===== config.mk =====
export PLATFORM = sky130hd
export DESIGN_NAME = phase_select_ctrl
export DESIGN_NICKNAME = d
export VERILOG_FILES = /design/src/rtl/phase_select_ctrl.sv
export SDC_FILE = /design/constraint.sdc
export NUM_CORES = 1
export LEC_CHECK = 0
export BUFFER_PORTS_ARGS = -buffer_cell sky130_fd_sc_hd__buf_2
export CORE_MARGIN = 10
export CORE_UTILIZATION = 40
export DETAILED_ROUTE_END_ITERATION = 16
export PLACE_DENSITY = 0.57
export RECOVER_POWER = 50
export SYNTH_ARGS = -nofsm -noshare
export SYNTH_HDL_FRONTEND = slang
export SYNTH_SLANG_ARGS = --single-unit

===== constraint.sdc =====
create_clock -name clk -period 3.5 [get_ports clk]
set_input_delay 0.175 -clock clk [delete_from_list [all_inputs] [get_ports clk]]
set_output_delay 0.175 -clock clk [all_outputs]
set_load 0.01 [all_outputs]

===== src/rtl/phase_select_ctrl.sv =====
// Phase-select controller: integrates early/late detector votes and steps an
// 8:1 phase-mux select, with a post-step holdoff and a lock indicator.
module phase_select_ctrl #(
    parameter int VOTE_THRESH = 8,
    parameter int HOLDOFF     = 4,
    parameter int LOCK_COUNT  = 16
) (
    input  logic       clk,
    input  logic       rst,
    input  logic       enable,
    input  logic [2:0] init_sel,
    input  logic       pd_valid,
    input  logic       early,
    input  logic       late,
    output logic [2:0] sel,
    output logic       sel_step,
    output logic       locked,
    output logic [1:0] state_dbg
);

    localparam int ACC_W = $clog2(VOTE_THRESH + 1) + 1;
    localparam int LCK_W = $clog2(LOCK_COUNT + 1);
    localparam int HLD_W = $clog2(HOLDOFF + 1);

    localparam logic signed [ACC_W-1:0] THRESH_POS = ACC_W'(VOTE_THRESH);
    localparam logic signed [ACC_W-1:0] THRESH_NEG = -ACC_W'(VOTE_THRESH);
    localparam logic [LCK_W-1:0]        LOCK_MAX   = LCK_W'(LOCK_COUNT);
    localparam logic [HLD_W-1:0]        HOLD_LOAD  = HLD_W'(HOLDOFF - 1);

    typedef enum logic [1:0] {
        IDLE  = 2'b00,
        TRACK = 2'b01,
        HOLD  = 2'b10
    } state_t;

    state_t                  state;
    logic signed [ACC_W-1:0] acc;
    logic signed [ACC_W-1:0] acc_next;
    logic [LCK_W-1:0]        lock_cnt;
    logic [LCK_W-1:0]        lock_next;
    logic [HLD_W-1:0]        hold_cnt;
    logic                    hit_up;
    logic                    hit_dn;

    assign state_dbg = state;

    // The stored accumulator never holds +/-VOTE_THRESH: a hit is acted on
    // in the same edge that would have stored it.
    always_comb begin
        acc_next = acc;
        if (pd_valid && late && !early) begin
            acc_next = acc + ACC_W'(1);
        end else if (pd_valid && early && !late) begin
            acc_next = acc - ACC_W'(1);
        end else begin
            acc_next = acc;
        end
        hit_up    = pd_valid && (acc_next == THRESH_POS);
        hit_dn    = pd_valid && (acc_next == THRESH_NEG);
        lock_next = (lock_cnt == LOCK_MAX) ? lock_cnt : lock_cnt + LCK_W'(1);
    end

    always_ff @(posedge clk) begin
        if (rst) begin
            state    <= IDLE;
            sel      <= 3'd0;
            acc      <= '0;
            lock_cnt <= '0;
            hold_cnt <= '0;
            sel_step <= 1'b0;
            locked   <= 1'b0;
        end else if (!enable) begin
            // Freeze sel and drop back to IDLE, abandoning any holdoff
            state    <= IDLE;
            acc      <= '0;
            lock_cnt <= '0;
            hold_cnt <= '0;
            sel_step <= 1'b0;
            locked   <= 1'b0;
        end else begin
            case (state)
                IDLE: begin
                    sel      <= init_sel;
                    acc      <= '0;
                    lock_cnt <= '0;
                    sel_step <= 1'b0;
                    locked   <= 1'b0;
                    state    <= TRACK;
                end
                TRACK: begin
                    if (hit_up || hit_dn) begin
                        sel      <= hit_up ? sel + 3'd1 : sel - 3'd1;
                        sel_step <= 1'b1;
                        acc      <= '0;
                        lock_cnt <= '0;
                        locked   <= 1'b0;
                        hold_cnt <= HOLD_LOAD;
                        state    <= HOLD;
                    end else begin
                        sel_step <= 1'b0;
                        acc      <= acc_next;
                        locked   <= (lock_cnt == LOCK_MAX);
                        if (pd_valid) begin
                            lock_cnt <= lock_next;
                        end else begin
                            lock_cnt <= lock_cnt;
                        end
                    end
                end
                HOLD: begin
                    sel_step <= 1'b0;
                    acc      <= '0;
                    if (hold_cnt == '0) begin
                        state <= TRACK;
                    end else begin
                        hold_cnt <= hold_cnt - HLD_W'(1);
                    end
                end
                default: begin
                    state    <= IDLE;
                    acc      <= '0;
                    lock_cnt <= '0;
                    sel_step <= 1'b0;
                    locked   <= 1'b0;
                end
            endcase
        end
    end

endmodule

Word-level counts from Yosys, hierarchy flattened
Index checks and enable logic that the tools add are counted.

operators by class
  add/sub/neg operators = 6
  equality and inequality tests = 10
  multiplexer cells = 18
  bitwise logic cells = 3
  reduce and logical (&&, ||, !) cells = 20

operator list
  operator             count
  $mux 5               5
  $mux 3               4
  $pmux 3 s2           2
  $eq 5x5->1 const B   2
  $pmux 5 s2           1
  $reduce_and 3->1     3
  $logic_and 1x1->1    6
  $ne 2x2->1 const B   3
  $ne 3x3->1 const B   2
  $pmux 2 s3           1
  $sub 3x1->3 const B  2
  $add 5x1->5 const B  1
  $add 5x2->5 const B  1
  $eq 5x4->1 const B   1
  $sub 5x2->5 const B  1
  $mux 2               2
  $reduce_bool 2->1    2
  $reduce_or 4->1      1
  $add 3x1->3 const B  1
  $logic_not 3->1      1
  $not 1->1            3
  $reduce_or 3->1      1
  $eq 2x1->1 const B   1
  $eq 2x2->1 const B   1
  other kinds (7)      9

word-level totals
  register bits = 20
  input port bits = 9
  output and inout bits = 7
  logic and storage cells = 64

Depth between registers and ports, before layout
Gate-level depths: netlist of run 1.

  depth after elaboration = 9
  mapped depth = 10
  gate-level depth less buffers = 10

Worst setup path after synthesis of run 1
Ideal clock, no wire load.

  path kind = flip-flop to flip-flop
  from = register acc[0]
  to = register sel[1]
  data arrival time = 2.582 ns
  path slack = 0.848 ns
  stages on the path, launching flop included = 11
  clock period less this slack = 2.652 ns
  cell sequence = dfxtp_1 > inv_1 > ha_1 > nor3b_1 > nor3b_2 > a211oi_4 > nand3_1 > fa_1 > nand2_1 > a211o_1 > a21oi_1

between the ends
  longest elaborated chain between the ends = 8
  elaborated cells between the ends (all ways) = 14
  those cells by class = 2 x add/sub; 3 x eq/ne; 5 x mux; 4 x reduce/logical

RTL lines
  item                                                   line    RTL
  start, declared                                        37      logic signed [ACC_W-1:0] acc;
  start signal, assigned                                 101     acc <= acc_next;
  $sub 5x2->5                                            54      acc_next = acc - ACC_W'(1);
  $mux 5                                                 53      end else if (pd_valid && early && !late) begin
  $mux 5 *                                               51      if (pd_valid && late && !early) begin
  $eq 5x5->1 / $eq 5x4->1 (equally long branches)        58, 59
  $logic_and 1x1->1, on equally long branches            58, 59
  $mux 3 / $logic_or 1x1->1 (equally long branches)      92, 91
  $mux 3 / $ne 2x2->1 (equally long branches)            n/a
  $pmux 3 s2 / $reduce_and 3->1 (equally long branches)  n/a
  end signal, assigned                                   83      sel <= init_sel;
  end signal, assigned                                   92      sel <= hit_up ? sel + 3'd1 : sel - 3'd1;
  end, declared                                          15      output logic [2:0] sel,

Every way passes the cells marked *; elsewhere a longest branch is shown, timed or not. The select of a mux whose other input is x is not followed.
A chain may end at the register's enable or synchronous reset.

Worst setup path after layout of run 1
Same ends and word-level chain as after synthesis.

==> out/qor.csv, run 1 <==
metric,value,unit
yosys.area_share.xor_xnor,3.232,%
drv_cap,0,
fmax,343.1,MHz
cts_setup_buffers,0,
setup_viol,0,
root_buffer,clkbuf_4,
tightest_slew,595.8,ps
dpl.hpwl,2191,µm
start_kind,register,
diodes,0,
finalSetupTns,0,ps
hold_buffers,0,
synthCells,159,
crit_path_end,sel[1],
path_clk_slew,130,ps
dp_cells,216,
chipWidth,78.21,µm
place_ws,579.7,ps
gp_congestion,0.8670,
netlist_area,0.001355,mm²
placed_area,0.001456,mm²
hold_violations,0,
grt_pass1_vias,1146,
ys_seq_area_share,29.55,%
ctsResizeCount,0,
finalClockSkew,5.837,ps
grt_setup_unrepaired,false,
wl,2832,µm
cts_buffers,3,
ys_warn_count,0,
final_area,0.001490,mm²
vias,1154,
io_pins,16,
grt_usage,9.644,%
final_cells,220,
yosysMostFrequentCell,dfxtp_1,
initial_core_util,40.93,%
core_region_area,0.003311,mm²
htreeDepth,1,
hold_class,input pin to register,
ff2ff_setup_slack,590,ps
cts_sinks,20,
yosys.area_share.simple,28.81,%
synth_edf_count,0,
drc_errors,0,
worst_ep_arrival_time,3170,ps
synth_ff_type,dfxtp_1,
grt_max_degree,15,
cts_tree,built,
pwr_density_cell,334.3,mW/mm²
synth_common_cells,"20 x dfxtp_1, 14 x nand2_1, 12 x inv_1",
max_slew_margin,60.01,%
critPathRequiredTime,3760,ps
drive_gt1_share,14.37,%
vdd_ir_drop_max,129.1,µV
synth_compound_area_share,23.45,%
rows,21,
final_core_utilization,45.01,%
fin_crit_sh,83.28,%
antenna_found_initial,0,
yosysTopAreaCell,dfxtp_1,
ys_ff_latch,20,
p_leak,0.5743,nW
vias_per_cell,5.245,
overflow,0,
nets,191,
final_max_slew_viol_count,0,
reg2reg_from,acc[0],
io_buffer_count,15,
setup_ws,585.1,ps
drt_iter0_markers,53,
grt_pass1_wl,5057,µm
synth_top_area_share,29.55,%
synth_top_family_by_area,simple AND/OR/NAND/NOR gates,
r2r_cells,10,
fin_crit,2915,ps
synth_area_per_cell,8.522,µm²
die_height,78.21,µm
antenna_left,0,
synthTopCellsByArea,"dfxtp_1 30%, ha_1 5.5%, nand2_1 3.9%",
synth.area.mux_share,1.754,%
reg2reg_to,sel[1],
routedWlPerCell,12.87,µm
crit_fanout,9,
crit_type,register to register,
clock_latency,310,ps
die-area,0.006116,mm²
status,finished clean,
drt-pass1-iter-count,4,
async_reset_ff_share,0,%
syn_nets,175,
synth_fa_ha_area_share,7.018,%
syn_to_final_growth,9.972,%
worstSetupEndpointType,register,
cts_max_path_buffers,2,
synthDistinctLibCells,52,
crit_path_start,acc[0],
## per-layer routing
metal | vias up | GRT usage [%] | wire [µm] | share of wire [%]
met5 | - | 0 | 0 | 0
met4 | 0 | 3.943 | 20 | 0.71
met3 | 2 | 2.733 | 88 | 3.1
met2 | 16 | 15.13 | 1348 | 48
met1 | 542 | 12.10 | 1374 | 49
li1 | 594 | - | - | -
## state kept, by name (all words and copies together), names as in the netlist
signal	flops
lock_cnt	5
locked	1
hold_cnt	3
acc	5
sel	3
sel_step	1
state_dbg	2
## cells by family after synthesis
family / count (synthesis)
simple gates: 66
compound gates: 42
flops: 20
buf+inv: 17
fa+ha+maj: 7
xor+xnor: 5
mux: 2
## cell usage in the layout, fill, tap and decap left out, types with 2 or more instances in the layout
cell type | synthesis | routed
and2b_1 | 4 | 4
buf_2 | 1 | 8
a211oi_1 | 3 | 3
nor4_1 | 2 | 2
nand3b_1 | 2 | 2
nand2_1 | 14 | 14
clkbuf_1 | 0 | 7
a31oi_1 | 3 | 3
nand3_1 | 6 | 6
nor2_1 | 11 | 11
dfxtp_1 | 20 | 20
or3_1 | 3 | 3
a211o_1 | 2 | 2
nand2b_1 | 3 | 3
nor3b_1 | 1 | 2
a21oi_1 | 7 | 7
ha_1 | 6 | 6
o21ai_0 | 9 | 9
nor3_1 | 3 | 3
clkbuf_4 | 0 | 3
nand4b_1 | 2 | 2
xnor2_1 | 4 | 4
nor2b_1 | 6 | 6
a21boi_1 | 2 | 2
inv_1 | 12 | 12
a21o_2 | 2 | 2
o21a_1 | 2 | 2
## worst min path at each step
stage / startpoint / end / slack, ps / cells after the start
after global placement: rst / sel[1] / 400 / 2
final: rst / sel[1] / 60 / 2
after global routing: rst / sel[0] / 60 / 2
after floorplan: rst / sel[0] / 240 / 1
after CTS: rst / sel[1] / 50 / 2
after detailed placement: rst / sel[0] / 400 / 2
## worst max-delay path, cell delays in order, from the launching register on
cell and delay, ps:
dfxtp_1 520, inv_1 130, ha_1 360, nor3b_1 220, nor3b_1 120, a211oi_4 340, nand3_1 190, fa_1 520
nand2_1 50, a211o_1 270, a21oi_1 130
## final cells by class
| class | count | area [µm²] |
|---|---|---|
| fillers | 341 | 1821 |
| multi-input cells | 122 | 860.8 |
| flip-flops and latches | 20 | 400.4 |
| repair buffers | 16 | 73.82 |
| well taps | 46 | 57.56 |
| inverters | 12 | 45.04 |
| clock inverters | 1 | 30.03 |
| clock buffers | 3 | 22.52 |
## metrics by stage
step	hold WS, ps	power (mW)
floorplan	244.1	0.2912
global placement	396.4	0.3060
detailed placement	398.1	0.3080
CTS	48.11	0.5063
global route	61.62	0.5191
finish	62.40	0.4982
## power by group
group          internal [mW]  total, mW  switching, mW  leakage (nW)
Combinational         0.0283     0.0639         0.0356         0.384
Clock                  0.116      0.197         0.0816        0.0279
Sequential             0.231      0.237        0.00560         0.162
Total                  0.375      0.498          0.123         0.574
No activity file was read; power rests on OpenSTA's default activity.
==> inputs of run 2 (changes only) <==
--- a/config.mk
+++ b/config.mk
@@ -5,11 +5,12 @@
 export SDC_FILE = /design/constraint.sdc
 export NUM_CORES = 1
 export LEC_CHECK = 0
+export ABC_AREA = 1
 export BUFFER_PORTS_ARGS = -buffer_cell sky130_fd_sc_hd__buf_2
 export CORE_MARGIN = 10
 export CORE_UTILIZATION = 40
 export DETAILED_ROUTE_END_ITERATION = 16
-export PLACE_DENSITY = 0.57
+export PLACE_DENSITY = 0.58
 export RECOVER_POWER = 50
 export SYNTH_ARGS = -nofsm -noshare
 export SYNTH_HDL_FRONTEND = slang
==> constraint.sdc (replaced) <==
create_clock -name clk -period 3 [get_ports clk]
set_input_delay 0.15 -clock clk [delete_from_list [all_inputs] [get_ports clk]]
set_output_delay 0.15 -clock clk [all_outputs]
set_load 0.01 [all_outputs]
==> out/qor.csv, run 2 <==
metric,value,unit,change
finalClockSkew,18.42,ps,+12.58 ps
die_height,76.15,µm,-2.6%
ys_ff_latch,20,,unchanged
synthCells,185,,+16%
finalSetupTns,0,ps,unchanged
crit_type,register to register,,
status,finished clean,,
synthTopCellsByArea,"dfxtp_1 32%, nand2_1 13%, inv_1 9.5%",,
die-area,0.005799,mm²,-5.2%
grt_max_degree,13,,-2
vias_per_cell,4.609,,-12%
ys_seq_area_share,31.75,%,+2.2 points
cts_setup_buffers,0,,unchanged
worst_ep_arrival_time,2750,ps,-420 ps
cts_max_path_buffers,2,,unchanged
grt_setup_unrepaired,false,,
top_regs,"acc (5), lock_cnt (5)",,
cts_buffers,3,,unchanged
yosys.area_share.xor_xnor,2.778,%,-0.45 points
crit_path_start,acc[0],,
chipWidth,76.15,µm,-2.6%
io_buffer_count,15,,unchanged
syn_nets,201,,+15%
met2_usage,17.26,%,+2.1 points
tightest_slew,447.9,ps,-147.9 ps
routedWlPerCell,10.70,µm,-17%
busiest_layer,met2,,
final_max_slew_viol_count,0,,unchanged
yosysMostFrequentCell,nand2_1,,
synth_area_per_cell,6.817,µm²,-20%
synth.area.mux_share,0,%,-1.8 points
yosys.area_share.simple,37.50,%,+8.7 points
worstSetupEndpointType,register,,
vias,1143,,-0.95%
drive_gt1_share,11.76,%,-2.6 points
hold_violations,0,,unchanged
nets,221,,+16%
crit_fanout,4,,-5
io_pins,16,,unchanged
root_buffer,clkbuf_4,,
core_region_area,0.003028,mm²,-8.5%
layout_common_cells,"43 x nand2_1, 33 x inv_1, 20 x nor2_1, 20 x dfxtp_1, 19 x nand3_1",,
clock_latency,310,ps,about the same
antenna_left,0,,unchanged
netlist_area,0.001261,mm²,-6.9%
hold_buffers,0,,unchanged
setup_viol,0,,unchanged
gr-usage-met1,10.27,%,-1.8 points
fillers,329,,-3.5%
syn_to_final_growth,11.41,%,
cts_tree,built,,
antenna_found_initial,0,,unchanged
dpl.hpwl,2154,µm,-1.7%
hold_class,input pin to register,,
max_slew_margin,70.03,%,+10 points
htreeDepth,1,,unchanged
start_kind,register,,
synth_ff_type,dfxtp_1,,
drv_cap,0,,unchanged
p_leak,0.6574,nW,+14%
final_common_cell,nand2_1,,
cts_sinks,20,,unchanged
synth_top_family_by_area,simple AND/OR/NAND/NOR gates,,
fmax,400.8,MHz,+17%
synth_fa_ha_area_share,7.540,%,+0.52 points
fin_crit,2495,ps,-420.1 ps
crit_path_end,sel[2],,
grt_pass1_vias,1143,,-0.26%
synthDistinctLibCells,27,,-48%
critPathRequiredTime,3260,ps,-500 ps
path_clk_slew,130,ps,about the same
wl,2653,µm,-6.3%
gp_congestion,0.8950,,+3.2%
ff2ff_setup_slack,510,ps,-80 ps
grtUsageMet3,1.651,%,-1.1 points
synth_compound_area_share,9.722,%,-14 points
grt_usage,9.317,%,-0.33 points
yosysTopAreaCell,dfxtp_1,,
drt-pass1-iter-count,4,,unchanged
initial_core_util,41.65,%,+0.72 points
grt_pass1_wl,4671,µm,-7.6%
drc_errors,0,,unchanged
synth_top_area_share,31.75,%,+2.2 points
pwr_density_cell,423.9,mW/mm²,+27%
ys_warn_count,0,,unchanged
synth_common_cells,"43 x nand2_1, 32 x inv_1, 20 x dfxtp_1",,
vdd_ir_drop_max,308.3,µV,+140%
rows,20,,-4.8%
reg2reg_to,sel[2],,
place_ws,602.0,ps,+22.22 ps
drt_iter0_markers,78,,+47%
fin_crit_sh,83.16,%,-0.12 points
ctsResizeCount,0,,unchanged
fin_total_pwr,0.5956,mW,+20%
synth_edf_count,0,,unchanged
reg2reg_from,acc[0],,
diodes,0,,unchanged
async_reset_ff_share,0,%,unchanged
setup_ws,505.2,ps,-79.93 ps
r2r_cells,15,,+5
overflow,0,,unchanged
## run 2: area by class of cell
class,instances,area [µm²],area share [%]
Tap cell,44,55.05,3.918
Sequential cell,20,400.4,28.50
Timing Repair Buffer,15,66.31,4.719
Clock buffer,3,22.52,1.603
Multi-Input combinational cell,129,695.7,49.51
Inverter,36,135.1,9.617
Clock inverter,1,30.03,2.137
## run 2: worst min-delay path by stage
stage / depth (start not counted) / start / slack, ps / to
global placement: 2 / rst / 350 / sel[1]
floorplan: 1 / rst / 220 / sel[1]
finish: 2 / rst / 30 / sel[1]
global route: 2 / rst / 20 / sel[1]
CTS: 2 / rst / 10 / sel[1]
detailed placement: 2 / rst / 360 / sel[1]
## run 2: per-layer routing
metal  share of wire [%]  vias to the layer above
li1                    -                      618
met1                  48                      514
met2                  50                        9
met3                 2.4                        2
met4                0.41                        0
met5                   0                        -
## run 2: critical path, stage by stage, from the launching register on
cell	delay, ps
dfxtp_1	390
inv_1	90
ha_1	280
inv_1	50
nand2_1	60
nand2_1	50
a21oi_1	280
nand2_1	100
nor2_1	90
nand3_1	120
fa_1	410
xor2_1	180
nand3_1	90
nand3_1	100
nand2_1	60
a21oi_1	120
## run 2: where the power goes
part,switching (mW),internal (mW),leakage [nW]
Sequential,0.00796,0.273,0.162
Clock,0.0902,0.135,0.0279
Combinational,0.0570,0.0323,0.467
## run 2: per-stage QoR
| step | hold slack, ps | utilization [%] | cells | area [µm²] |
|---|---|---|---|---|
| after floorplan | 219.1 | - | 185 | 1261 |
| after global placement | 352.8 | 45.95 | 244 | 1391 |
| after detailed placement | 364.4 | 45.95 | 244 | 1391 |
| after CTS | 13.44 | 47.69 | 248 | 1444 |
| after global routing | 15.30 | 46.41 | 248 | 1405 |
| final | 33.02 | 46.41 | 248 | 1405 |
## run 2: kinds of logic (layout without fill, tap and decap cells)
family | Yosys count | count (layout)
AOI/OAI and AO/OA | 22 | 22
xor gates and xnor gates | 4 | 4
adders and majority gates | 7 | 7
buffers and inverters | 36 | 55
DFF | 20 | 20
and+or+nand+nor | 96 | 96
